===== src/rtl/spi_slave_tx_if.sv =====
// Local word handshake plus SPI pins of the peripheral-side transmitter.
// The slave modport is the transmitter's view; master is the source/SPI-master side.
interface spi_slave_tx_if #(
  parameter int WIDTH = 16
);
  logic             sck_i;
  logic             cs_i;
  logic             sdo_o;
  logic             sdo_oe;
  logic [WIDTH-1:0] tx_data;
  logic             tx_valid;
  logic             tx_ready;
  logic             frame_done;
  logic             frame_abort;
  logic             underrun;

  modport slave (
    input  sck_i, cs_i, tx_data, tx_valid,
    output sdo_o, sdo_oe, tx_ready, frame_done, frame_abort, underrun
  );

  modport master (
    output sck_i, cs_i, tx_data, tx_valid,
    input  sdo_o, sdo_oe, tx_ready, frame_done, frame_abort, underrun
  );
endinterface


===== src/rtl/spi_slave_tx.sv =====
// SPI peripheral transmitter: buffers one word from a valid/ready source and
// shifts it out MSB-first while the master holds cs low; sck/cs are oversampled.
module spi_slave_tx #(
  parameter int               WIDTH       = 16,
  parameter int               SYNC_STAGES = 2,
  parameter logic [WIDTH-1:0] IDLE_WORD   = '0
) (
  input logic           clk,
  input logic           rst,
  spi_slave_tx_if.slave bus
);
  localparam int             CW       = $clog2(WIDTH + 1);
  localparam logic [CW-1:0]  LAST_BIT = CW'(WIDTH);

  typedef enum logic [1:0] {IDLE, SHIFT, DONE} state_t;

  logic [SYNC_STAGES-1:0] sck_sync_reg;
  logic [SYNC_STAGES-1:0] cs_sync_reg;
  logic                   sck_hist_reg;
  logic                   cs_hist_reg;
  logic                   sck_s;
  logic                   cs_s;
  logic                   sck_rise;
  logic                   sck_fall;
  logic                   cs_fall;
  logic                   cs_rise;

  state_t           state_reg, state_next;
  logic [WIDTH-1:0] shift_reg, shift_next;
  logic [CW-1:0]    cnt_reg, cnt_next;
  logic [WIDTH-1:0] hold_reg, hold_next;
  logic             hold_full_reg, hold_full_next;
  logic             sdo_reg, sdo_next;
  logic             oe_reg, oe_next;
  logic             done_reg, done_next;
  logic             abort_reg, abort_next;
  logic             underrun_reg, underrun_next;
  logic             accept;

  // Synchronizer chains plus one history flop each; idle levels are sck=0, cs=1.
  always_ff @(posedge clk) begin
    if (!rst) begin
      sck_sync_reg <= '0;
      cs_sync_reg  <= '1;
      sck_hist_reg <= 1'b0;
      cs_hist_reg  <= 1'b1;
    end else begin
      if (SYNC_STAGES > 1) begin
        sck_sync_reg <= {sck_sync_reg[SYNC_STAGES-2:0], bus.sck_i};
        cs_sync_reg  <= {cs_sync_reg[SYNC_STAGES-2:0], bus.cs_i};
      end else begin
        sck_sync_reg <= {SYNC_STAGES{bus.sck_i}};
        cs_sync_reg  <= {SYNC_STAGES{bus.cs_i}};
      end
      sck_hist_reg <= sck_s;
      cs_hist_reg  <= cs_s;
    end
  end

  assign sck_s    = sck_sync_reg[SYNC_STAGES-1];
  assign cs_s     = cs_sync_reg[SYNC_STAGES-1];
  assign sck_rise = sck_s & ~sck_hist_reg;
  assign sck_fall = ~sck_s & sck_hist_reg;
  assign cs_fall  = ~cs_s & cs_hist_reg;
  assign cs_rise  = cs_s & ~cs_hist_reg;

  assign accept = bus.tx_valid & ~hold_full_reg;

  always_ff @(posedge clk) begin
    if (!rst) begin
      state_reg     <= IDLE;
      shift_reg     <= '0;
      cnt_reg       <= '0;
      hold_reg      <= '0;
      hold_full_reg <= 1'b0;
      sdo_reg       <= 1'b0;
      oe_reg        <= 1'b0;
      done_reg      <= 1'b0;
      abort_reg     <= 1'b0;
      underrun_reg  <= 1'b0;
    end else begin
      state_reg     <= state_next;
      shift_reg     <= shift_next;
      cnt_reg       <= cnt_next;
      hold_reg      <= hold_next;
      hold_full_reg <= hold_full_next;
      sdo_reg       <= sdo_next;
      oe_reg        <= oe_next;
      done_reg      <= done_next;
      abort_reg     <= abort_next;
      underrun_reg  <= underrun_next;
    end
  end

  always_comb begin
    state_next     = state_reg;
    shift_next     = shift_reg;
    cnt_next       = cnt_reg;
    hold_next      = hold_reg;
    hold_full_next = hold_full_reg;
    sdo_next       = sdo_reg;
    oe_next        = oe_reg;
    done_next      = 1'b0;
    abort_next     = 1'b0;
    underrun_next  = 1'b0;

    // Accept only fills an empty holder and frame start only drains a full one,
    // so the two never collide; a same-cycle accept is kept for the next frame.
    if (accept) begin
      hold_next      = bus.tx_data;
      hold_full_next = 1'b1;
    end

    case (state_reg)
      IDLE: begin
        if (cs_fall) begin
          if (hold_full_reg) begin
            shift_next     = hold_reg;
            hold_full_next = 1'b0;
          end else begin
            shift_next    = IDLE_WORD;
            underrun_next = 1'b1;
          end
          sdo_next   = shift_next[WIDTH-1];
          oe_next    = 1'b1;
          cnt_next   = '0;
          state_next = SHIFT;
        end
      end
      SHIFT: begin
        if (cs_rise) begin
          abort_next = 1'b1;
          oe_next    = 1'b0;
          sdo_next   = 1'b0;
          state_next = IDLE;
        end else if (sck_rise) begin
          cnt_next = cnt_reg + 1'b1;
          if (cnt_next == LAST_BIT) begin
            done_next  = 1'b1;
            state_next = DONE;
          end
        end else if (sck_fall) begin
          shift_next = {shift_reg[WIDTH-2:0], 1'b0};
          sdo_next   = shift_reg[WIDTH-2];
        end
      end
      DONE: begin
        if (cs_rise) begin
          oe_next    = 1'b0;
          sdo_next   = 1'b0;
          state_next = IDLE;
        end
      end
      default: begin
        state_next = IDLE;
      end
    endcase
  end

  assign bus.sdo_o       = sdo_reg;
  assign bus.sdo_oe      = oe_reg;
  assign bus.tx_ready    = ~hold_full_reg;
  assign bus.frame_done  = done_reg;
  assign bus.frame_abort = abort_reg;
  assign bus.underrun    = underrun_reg;
endmodule


===== src/flat_wrapper.sv =====
// flat-port wrapper written by rule: the top's interface ports become plain ports
module spi_slave_tx_flat 
#(
  parameter int               WIDTH       = 16,
  parameter int               SYNC_STAGES = 2,
  parameter logic [WIDTH-1:0] IDLE_WORD   = '0
)
  (clk, rst, bus_sck_i, bus_cs_i, bus_tx_data, bus_tx_valid, bus_sdo_o, bus_sdo_oe, bus_tx_ready, bus_frame_done, bus_frame_abort, bus_underrun);
  spi_slave_tx_if #(.WIDTH(WIDTH)) bus_i ();
  input logic clk;
  input logic rst;
  input wire logic [$bits(bus_i.sck_i)-1:0] bus_sck_i;
  input wire logic [$bits(bus_i.cs_i)-1:0] bus_cs_i;
  input wire logic [$bits(bus_i.tx_data)-1:0] bus_tx_data;
  input wire logic [$bits(bus_i.tx_valid)-1:0] bus_tx_valid;
  output wire logic [$bits(bus_i.sdo_o)-1:0] bus_sdo_o;
  output wire logic [$bits(bus_i.sdo_oe)-1:0] bus_sdo_oe;
  output wire logic [$bits(bus_i.tx_ready)-1:0] bus_tx_ready;
  output wire logic [$bits(bus_i.frame_done)-1:0] bus_frame_done;
  output wire logic [$bits(bus_i.frame_abort)-1:0] bus_frame_abort;
  output wire logic [$bits(bus_i.underrun)-1:0] bus_underrun;
  assign bus_i.sck_i = bus_sck_i;
  assign bus_i.cs_i = bus_cs_i;
  assign bus_i.tx_data = bus_tx_data;
  assign bus_i.tx_valid = bus_tx_valid;
  assign bus_sdo_o = bus_i.sdo_o;
  assign bus_sdo_oe = bus_i.sdo_oe;
  assign bus_tx_ready = bus_i.tx_ready;
  assign bus_frame_done = bus_i.frame_done;
  assign bus_frame_abort = bus_i.frame_abort;
  assign bus_underrun = bus_i.underrun;
  spi_slave_tx #(.WIDTH(WIDTH), .SYNC_STAGES(SYNC_STAGES), .IDLE_WORD(IDLE_WORD)) u_core (.clk(clk), .rst(rst), .bus(bus_i));
endmodule

===== config.mk =====
export PLATFORM = sky130hd
export DESIGN_NAME = spi_slave_tx_flat
export DESIGN_NICKNAME = d
export VERILOG_FILES = /design/src/rtl/spi_slave_tx_if.sv /design/src/rtl/spi_slave_tx.sv /design/src/flat_wrapper.sv
export SDC_FILE = /design/constraint.sdc
export NUM_CORES = 1
export LEC_CHECK = 0
export CAP_MARGIN = 5
export CORE_MARGIN = 8
export CORE_UTILIZATION = 55
export CTS_BUF_LIST = sky130_fd_sc_hd__clkbuf_8
export CTS_CLUSTER_DIAMETER = 50
export DETAILED_ROUTE_END_ITERATION = 7
export HOLD_SLACK_MARGIN = 0.06
export PLACE_DENSITY = 0.91
export SLEW_MARGIN = 40
export SYNTH_ARGS = -nofsm -noshare
export SYNTH_HDL_FRONTEND = slang
export SYNTH_SLANG_ARGS = --single-unit

===== constraint.sdc =====
create_clock -name clk -period 2.8 [get_ports clk]
set_clock_uncertainty 0.05 [all_clocks]
set_input_delay 0.7 -clock clk [delete_from_list [all_inputs] [get_ports clk]]
set_output_delay 0.7 -clock clk [all_outputs]
set_load 0.01 [all_outputs]

After elaboration in Yosys (flattened, before gate mapping)
Cells that the tools add are included.
Widths: inputs -> output; s select.
{"block": "totals", "register_bits": 50, "output_inout_bits": 6, "wordCells": 86}
{"block": "op_classes", "n_bitwise": 13, "mux": 31, "n_reduce_logical": 13, "add_sub_neg": 1, "eq_ne": 14}
{"op": "$mux 15", "n": 4}
{"op": "$pmux 15 s2", "n": 1}
{"op": "$mux 16", "n": 1}
{"op": "$mux 5", "n": 3}
{"op": "$mux 1", "n": 13}
{"op": "$mux 2", "n": 5}
{"op": "$ne 2x1->1 const B", "n": 5}
{"op": "$pmux 5 s2", "n": 1}
{"op": "$reduce_and 5->1", "n": 2}
{"op": "$ne 3x1->1 const B", "n": 3}
{"op": "$not 1->1", "n": 8}
{"op": "$reduce_and 4->1", "n": 2}
{"op": "$pmux 2 s3", "n": 1}
{"op": "$reduce_and 3->1", "n": 2}
{"op": "$add 5x1->5 const B", "n": 1}
{"op": "$and 1x1->1", "n": 5}
{"op": "$eq 5x5->1 const B", "n": 1}
{"op": "$ne 2x2->1 const B", "n": 2}
{"op": "$reduce_bool 2->1", "n": 2}
{"op": "$reduce_or 4->1", "n": 1}
{"op": "$ne 3x3->1 const B", "n": 1}
{"op": "$pmux 1 s3", "n": 1}
{"op": "$reduce_bool 3->1", "n": 1}
{"op": "$eq 2x1->1 const B", "n": 1}
{"op": "other kinds (5)", "n": 5}

Longest topological paths before layout
Gate-level depths: netlist of run 1.
{"block": "depth", "word_depth": 6, "ltp_mapped": 9, "depth_no_buf": 7}

Worst setup path before layout of run 1
OpenSTA, ideal clock, no wires.
{"block": "synth_path", "kind": "reg2reg", "startpoint": "register u_core.state_reg[0]", "endpoint": "register u_core.shift_reg[10]", "path_stages_with_launch": 10, "arrival_time_ns": 1.640, "required_time_ns": 2.605, "synth_period_minus_slack_ns": 1.835, "n_path_buf": 3, "setup_slack_ns": 0.965, "cell_sequence": "dfxtp_1 -> inv_1 -> ha_1 -> buf_6 -> mux2i_4 -> a211o_1 -> o21ai_2 -> buf_6 -> buf_6 -> a211oi_2"}
{"block": "synth_via", "elab_chain_cells": 3, "elab_cells_between_ends": 9, "cone_classes": "eq/ne: 5; mux: 1; reduce/logical: 3"}
{"item": "start, declared", "line_no": "spi_slave_tx.sv:28", "rtl": "state_t state_reg, state_next;"}
{"item": "start signal, assigned", "line_no": "spi_slave_tx.sv:82", "rtl": "state_reg <= state_next;"}
{"item": "$eq 2x1->1 / $logic_not 2->1 (equally long branches)", "line_no": "spi_slave_tx.sv:114", "rtl": "case (state_reg)"}
{"item": "$ne 2x2->1 (no line) (tied with other cells)"}
{"item": "$reduce_and 5->1 (no line)"}
{"item": "end signal, assigned", "line_no": "spi_slave_tx.sv:83", "rtl": "shift_reg <= shift_next;"}
{"item": "end, declared", "line_no": "spi_slave_tx.sv:29", "rtl": "logic [WIDTH-1:0] shift_reg, shift_next;"}
Parallel ways exist; a longest one is shown, timed or not.
A chain may end at the register's enable or synchronous reset.

Worst setup path in the final report of run 1
{"block": "layout_path", "startpoint": "register u_core.state_reg[1]", "endpoint": "register u_core.shift_reg[7]"}
Same word-level chain as after synthesis.

==> impl_metrics.tcl, run 1 <==
set metrics [dict create \
    finalHoldViolCount 0 \
    yosys.area.top_type "dfxtp_1" \
    seq_area_frac_synth 0.444 \
    finalSetupViolCount 0 \
    power.share.sequential 0.485 \
    dp_hpwl_mm 3.31 \
    crit_path_end_kind "flop" \
    grt_util_all_layers 0.159 \
    grt_pass1_wl_mm 8.20 \
    fin_tns_setup_ps 0 \
    cts.sinks 50 \
    grt_use_met2 0.251 \
    start_util 0.567 \
    die-area_um2 6400 \
    ys_ff_latch 50 \
    grt_pass1_vias 1768 \
    cts-resized-gates 0 \
    r2r_setup_slack_ps 460 \
    grt-busiest-layer "met2" \
    grt-ovfl-total 0 \
    slew_headroom 0.600 \
    holdWs_ps 367 \
    io_pins 27 \
    synth_top_area_share 0.444 \
    row_count 23 \
    diodes 0 \
    arrival_ps 2520 \
    syn2layout_area_growth_pct 17.1 \
    fin_nets 319 \
    io_buffers 26 \
    tritoncts "yes" \
    status "completed" \
    die_w_um 80.0 \
    ctsRootBufferMaster "clkbuf_8" \
    p_int_mw 1.13 \
    power.share.combinational 0.243 \
    grt_use_met3 0.0417 \
    largest_reg_flops 16 \
    post_cts_buffers 0 \
    reg2reg_from "u_core.state_reg[1]" \
    ys.flop_type "dfxtp_1" \
    powerDensity_nw_per_um2 622 \
    period_share 0.835 \
    synthCells 269 \
    holdPathEnd "u_core.cs_sync_reg[1]" \
    drc 0 \
    drive_gt1_frac 0.122 \
    path_max_fanout 22 \
    crit_required_ps 2980 \
    synth_cell_types 38 \
    postCtsHoldBufs 0 \
    rr_worst_depth 7 \
    synth_top_cells_by_area "dfxtp_1 44%, nand2_1 9.0%, a211oi_2 8.3%, a21oi_1 7.3%, nor2_1 6.5%" \
    worstSetupPathType "reg2reg" \
    synth_edf_count 0 \
    clkTransAtPathRegs_ps 90 \
    path_buf_inv 2 \
    min_from "u_core.cs_sync_reg[0]" \
    min_path_cells 1 \
    synth_warnings 0 \
    core_area_um2 3970 \
    met1_usage 0.203 \
    vias 1838 \
    clkPwrFrac 0.272 \
    netlist_area_um2 2250 \
    worstMarginPinSlew_ps 599 \
    vias_per_cell 5.34 \
    leakage_nw 0.946 \
    r2r-end "u_core.shift_reg[7]" \
    cts_buffers 5 \
    grt_start_max_net_pins 23 \
    cpLargestDelayFamily "compound AO/OA/AOI/OAI gates" \
    drt-pass1-iter-count 5 \
    vdd_drop_max_mv 0.447 \
    insertion_delay_ps 310 \
    p_sw_mw 0.511 \
    path_cells "inv_1 -> ha_1 -> nand3b_1 -> o21ai_2 -> buf_4 -> nor2_1 -> a211oi_2" \
    place_congestion 0.817 \
    slowest_stage "ha_1" \
    synthesis.nets 295 \
    syn_area_per_cell_um2 8.37 \
    fmax_mhz 428 \
    drt-total-wl_mm 4.70 \
    drv_slew 0 \
    start_kind "flop" \
    cts_buffer_depth 2 \
    die_h_um 80.0 \
    cp-startpoint "u_core.state_reg[1]" \
    switching_share 0.311 \
    dr.first_iter.drc_count 154 \
    cpPeakStageDelay_ps 450 \
    drv_cap 0 \
    yosysMostFrequentCell "nand2_1" \
    yosys-top-cells-count "54 x nand2_1, 50 x dfxtp_1, 39 x nor2_1" \
    wl_per_cell_um 13.7 \
    htreeDepth 2 \
    rsz0062_at_grt "false" \
    antenna_left 0 \
    period_minus_slack_ps 2340 \
    antenna_found_initial 0 \
    worst_hold_path_type "reg2reg" \
    async_reset_ff_frac 0 \
]
-- per-layer routing --
layer	vias up	part of all wire
met4	0	0.016
met3	6	0.053
met5	-	0
li1	957	-
met1	833	0.46
met2	42	0.47
-- worst register-to-register path: cells and delay by family, from the launching register on --
kind,cells,cell delay (ps)
adder cells (fa/ha/maj),1,450
buffers and inverters,2,450
AND/OR/NAND/NOR,2,340
AO/OA/AOI/OAI,2,620
flip-flops,1,360
-- cell type report --
class,count,area (um^2)
flip-flops and latches,50,1000
well taps,50,62.6
clock buffers,6,82.6
repair buffers,34,320
multi-input cells,197,1130
fillers,304,1340
inverters,5,18.8
clock inverters,2,16.3
-- worst max-delay path by stage --
| stage | endpoint | depth (start not counted) | slack, ps |
|---|---|---|---|
| 2_1_floorplan | u_core.shift_reg[10] | 9 | 960 |
| 3_3_place_gp | u_core.hold_reg[15] | 5 | 590 |
| 3_5_place_dp | u_core.hold_reg[4] | 5 | 540 |
| 4_1_cts | u_core.shift_reg[10] | 7 | 500 |
| 5_1_grt | u_core.shift_reg[13] | 7 | 260 |
| 6_report | u_core.shift_reg[7] | 7 | 460 |
-- per-stage QoR --
step	setup WS (ps)	power, mW	cell area [um^2]	instances	util
3_3_place_gp	588	1.19	2540	336	0.639
2_1_floorplan	965	1.11	2250	269	-
6_report	462	1.64	2640	344	0.664
5_1_grt	263	1.73	2640	344	0.664
3_5_place_dp	540	1.20	2540	336	0.639
4_1_cts	500	1.65	2640	344	0.664
-- logic make-up (layout without fill, tap and decap cells) --
| group | Yosys count | after routing | synth area share |
|---|---|---|---|
| muxes | 5 | 5 | 0.0283 |
| adders and majority gates | 5 | 5 | 0.0278 |
| DFF | 50 | 50 | 0.444 |
| buffers and inverters | 22 | 47 | 0.0517 |
| AOI/OAI and AO/OA | 66 | 66 | 0.213 |
| and+or+nand+nor | 121 | 121 | 0.234 |
-- power by group through the flow --
stage | registers, mW | clock network (mW) | logic, mW
final | 0.795 | 0.446 | 0.398
after detailed placement | 0.811 | 0 | 0.391
after global placement | 0.807 | 0 | 0.378
after global routing | 0.803 | 0.488 | 0.438
after CTS | 0.795 | 0.454 | 0.396
after floorplan | 0.805 | 0 | 0.307
-- cell usage in the layout, fill, tap and decap left out, types with 2 or more instances in the layout --
master and instances:
mux2i_1 3, o21ai_0 4, nand3_1 2, a211oi_2 15, dfxtp_1 50, a31oi_1 2, a21oi_1 33, nor3_1 5
ha_1 5, o21a_1 2, a21boi_0 2, a211oi_1 2, nand3b_1 2, buf_4 8, clkbuf_8 6, and2_1 4
nor3b_1 2, nand2b_1 7, nor2_1 39, nand2_1 54, inv_1 4, clkdlybuf4s50_1 26
(Power assumes the default switching activity.)
==> run 2, diff against run 1 <==
==> constraint.sdc (replaced) <==
create_clock -name clk -period 2.39 [get_ports clk]
set_clock_uncertainty 0.05 [all_clocks]
set_input_delay 0.5975 -clock clk [delete_from_list [all_inputs] [get_ports clk]]
set_output_delay 0.5975 -clock clk [all_outputs]
set_load 0.01 [all_outputs]
==> impl_metrics.tcl, run 2 (synthesized netlist as in run 1, its figures left out) <==
set metrics [dict create \
    status "completed" \
    arrival_ps 2350 \
    place_congestion 0.800 \
    cpPeakStageDelay_ps 400 \
    grt_use_met3 0.0293 \
    drive_gt1_frac 0.125 \
    holdWs_ps 360 \
    cts_buffer_depth 2 \
    drt-total-wl_mm 4.64 \
    worst_hold_path_type "reg2reg" \
    ctsRootBufferMaster "clkbuf_8" \
    grt-ovfl-total 0 \
    finalSetupViolCount 0 \
    finalHoldViolCount 0 \
    antenna_left 0 \
    final_common_cell "nand2_1" \
    diodes 0 \
    die_h_um 80.0 \
    dp_hpwl_mm 3.21 \
    period_share 0.915 \
    die_w_um 80.0 \
    io_buffers 26 \
    insertion_delay_ps 300 \
    slew_headroom 0.619 \
    grt_pass1_vias 1840 \
    drv_cap 0 \
    cpLargestDelayFamily "compound AO/OA/AOI/OAI gates" \
    post_cts_buffers 0 \
    die-area_um2 6400 \
    vias 1882 \
    start_kind "flop" \
    io_pins 27 \
    row_count 23 \
    cts_buffers 5 \
    wl_per_cell_um 13.4 \
    drt-pass1-iter-count 4 \
    start_util 0.567 \
    met1_usage 0.188 \
    cts.sinks 50 \
    critical_path_depth 8 \
    largest_reg_flops 16 \
    min_path_cells 1 \
    grt_start_max_net_pins 37 \
    fillers 308 \
    worstMarginPinSlew_ps 570 \
    core_area_um2 3970 \
    grt_util_all_layers 0.154 \
    rsz0062_at_grt "false" \
    crit_required_ps 2550 \
    dr.first_iter.drc_count 158 \
    drv_slew 0 \
    grt_use_met2 0.252 \
    powerDensity_nw_per_um2 721 \
    postCtsHoldBufs 0 \
    period_minus_slack_ps 2190 \
    fin_tns_setup_ps 0 \
    grt-busiest-layer "met2" \
    drc 0 \
    layout_common_cells "54 x nand2_1, 50 x dfxtp_1, 39 x nor2_1, 33 x a21oi_1, 26 x clkdlybuf4s50_1" \
    cts-resized-gates 0 \
    vias_per_cell 5.44 \
    syn2layout_area_growth_pct 17.4 \
    tritoncts "yes" \
    grt_pass1_wl_mm 8.05 \
    vdd_drop_max_mv 0.483 \
    fin_nets 321 \
    path_max_fanout 12 \
    antenna_found_initial 0 \
    fmax_mhz 457 \
    total_power_mw 1.91 \
    rr_worst_depth 8 \
    path_buf_inv 2 \
    slowest_stage "dfxtp_1" \
    worstSetupPathType "reg2reg" \
    clkTransAtPathRegs_ps 90 \
    crit_path_end_kind "flop" \
    leakage_nw 0.962 \
    path_cells "inv_1 -> ha_1 -> mux2i_4 -> a211o_1 -> o21ai_2 -> buf_4 -> nor2_1 -> a211oi_2" \
    htreeDepth 2 \
]
## run 2: cell count changes in the layout (fill, tap and decap cells not counted), sizes merged
cell and change:
buf +2, clkinv +1, clkinvlp -1
## run 2: final cells by class
type | instances | area, um^2 | area share
multi-input combinational | 197 | 1130 | 0.429
clock buffer | 6 | 82.6 | 0.0312
tap | 50 | 62.6 | 0.0237
sequential | 50 | 1000 | 0.379
clock inverter | 2 | 8.76 | 0.00331
inverter | 5 | 18.8 | 0.00710
timing repair buffer | 36 | 335 | 0.127
## run 2: metal layers
metal  wire length (um)  share of wire  vias to the layer above
met2               2290           0.49                       41
met3                149          0.032                        8
met1               2120           0.46                      877
met4                 75          0.016                        0
met5                  0              0                        -
li1                   -              -                      956
## run 2: report_power, final
| group | internal [mW] | switching [mW] | leakage [nW] | total [mW] |
|---|---|---|---|---|
| registers | 0.894 | 0.0384 | 0.408 | 0.932 |
| logic | 0.201 | 0.278 | 0.501 | 0.479 |
| clock network | 0.230 | 0.264 | 0.0524 | 0.494 |
| total | 1.32 | 0.580 | 0.962 | 1.91 |
## run 2: metrics by stage
step	cells	utilization	area, um^2	setup slack (ps)
after floorplan	269	-	2250	555
after global placement	338	0.643	2550	376
after detailed placement	338	0.643	2550	296
after CTS	346	0.666	2640	226
after global routing	346	0.666	2640	41.1
final	346	0.666	2640	204
## run 2: worst paths after layout
check,start,to,slack [ps]
max reg2reg,u_core.state_reg[0],u_core.shift_reg[13],200
min reg2reg,u_core.cs_sync_reg[0],u_core.cs_sync_reg[1],360
min,u_core.cs_sync_reg[0],u_core.cs_sync_reg[1],360
max,u_core.state_reg[0],u_core.shift_reg[13],200
==> run 3, diff against run 2 <==
==> constraint.sdc (replaced) <==
create_clock -name clk -period 2.39 [get_ports clk]
set_clock_uncertainty 0.05 [all_clocks]
set_input_delay 0.239 -clock clk [delete_from_list [all_inputs] [get_ports clk]]
set_output_delay 0.239 -clock clk [all_outputs]
set_load 0.01 [all_outputs]
==> impl_metrics.tcl, run 3 (synthesized netlist as in run 1, its figures left out) <==
set metrics [dict create \
    io_buffers 26 \
    die_w_um 80.0 \
    grt_start_max_net_pins 37 \
    fillers 313 \
    drt-total-wl_mm 4.27 \
    drive_gt1_frac 0.113 \
    path_cells "inv_1 -> ha_1 -> nand3b_1 -> o21ai_2 -> buf_12 -> nor2_1 -> a211oi_2" \
    vias_per_cell 5.33 \
    worstMarginPinSlew_ps 564 \
    drt-pass1-iter-count 4 \
    antenna_found_initial 0 \
    pre_cts_ws_ps 254 \
    vias 1827 \
    drv_slew 0 \
    post_cts_buffers 0 \
    period_minus_slack_ps 2160 \
    tritoncts "yes" \
    fmax_mhz 464 \
    slew_headroom 0.623 \
    cts_buffers 5 \
    powerDensity_nw_per_um2 741 \
    status "completed" \
    crit_required_ps 2560 \
    largest_reg_flops 16 \
    slowest_stage "o21ai_2" \
    die_h_um 80.0 \
    final_util 0.667 \
    crit_path_end_kind "flop" \
    worst_hold_path_type "reg2reg" \
    drv_cap 0 \
    htreeDepth 2 \
    cts_buffer_depth 2 \
    ctsRootBufferMaster "clkbuf_8" \
    insertion_delay_ps 300 \
    io_pins 27 \
    leakage_nw 0.957 \
    dr.first_iter.drc_count 87 \
    period_share 0.902 \
    diodes 0 \
    fin_nets 318 \
    start_util 0.567 \
    wl_per_cell_um 12.5 \
    place_congestion 0.795 \
    finalHoldViolCount 0 \
    grt_util_all_layers 0.143 \
    drc 0 \
    cts.sinks 50 \
    rr_worst_depth 7 \
    vdd_drop_max_mv 0.451 \
    core_area_um2 3970 \
    clkTransAtPathRegs_ps 90 \
    arrival_ps 2330 \
    grt_pass1_vias 1709 \
    grt-ovfl-total 0 \
    worstSetupPathType "reg2reg" \
    syn2layout_area_growth_pct 17.6 \
    cpPeakStageDelay_ps 500 \
    antenna_left 0 \
    start_kind "flop" \
    finalSetupViolCount 0 \
    layout_common_cells "54 x nand2_1, 50 x dfxtp_1, 39 x nor2_1, 33 x a21oi_1, 26 x clkdlybuf4s50_1" \
    row_count 23 \
    grt_pass1_wl_mm 7.41 \
    final_common_cell "nand2_1" \
    postCtsHoldBufs 0 \
    path_max_fanout 20 \
    cts-resized-gates 0 \
    finalWorstSetupSlack_ps 235 \
    die-area_um2 6400 \
    dp_hpwl_mm 3.00 \
    rsz0062_at_grt "false" \
    fin_tns_setup_ps 0 \
    min_path_cells 1 \
]
[run 3: cell types whose count changed in the layout (fill, tap and decap cells not counted)]
cell	change
inv_1	+1
bufinv_16	+1
buf_4	-4
clkbuf_8	-1
buf_12	+1
clkinv_2	-1
[run 3: where the power goes]
group          internal, mW  switching (mW)  total, mW
registers             0.894          0.0403      0.934
logic                 0.193           0.266      0.459
clock network         0.305           0.264      0.569
total                  1.39           0.570       1.96
[run 3: worst paths after layout]
check / slack [ps] / end / startpoint
max: 230 / u_core.shift_reg[11] / u_core.state_reg[0]
min: 370 / u_core.cs_sync_reg[1] / u_core.cs_sync_reg[0]
max reg2reg: 230 / u_core.shift_reg[11] / u_core.state_reg[0]
min reg2reg: 370 / u_core.cs_sync_reg[1] / u_core.cs_sync_reg[0]
[run 3: final cells by class]
| cell class | count | area [um^2] | share of cell area |
|---|---|---|---|
| tap | 50 | 62.6 | 0.0236 |
| timing repair buffer | 33 | 325 | 0.123 |
| sequential | 50 | 1000 | 0.378 |
| clock buffer | 5 | 68.8 | 0.0260 |
| clock inverter | 3 | 37.5 | 0.0142 |
| multi-input combinational | 197 | 1130 | 0.428 |
| inverter | 5 | 18.8 | 0.00709 |
[run 3: worst max-delay path, delay by kind of cell (launching register included)]
kind,cells,cell delay [ps]
compound gates,2,680
flops,1,390
simple gates,2,320
buf+inv,2,310
fa+ha+maj,1,310
[run 3: per-stage QoR]
stage	power (mW)	instances	hold slack (ps)	instance area, um^2
2_1_floorplan	1.30	269	262	2250
4_1_cts	1.98	343	377	2650
3_3_place_gp	1.40	335	357	2540
3_5_place_dp	1.41	335	359	2540
5_1_grt	2.07	343	390	2650
6_report	1.96	343	371	2650
[run 3: metal layers]
metal  routed length, um  track usage
met1                2060        0.172
met2                1910        0.230
met3                 223       0.0394
met4                  77       0.0655
met5                   0            0
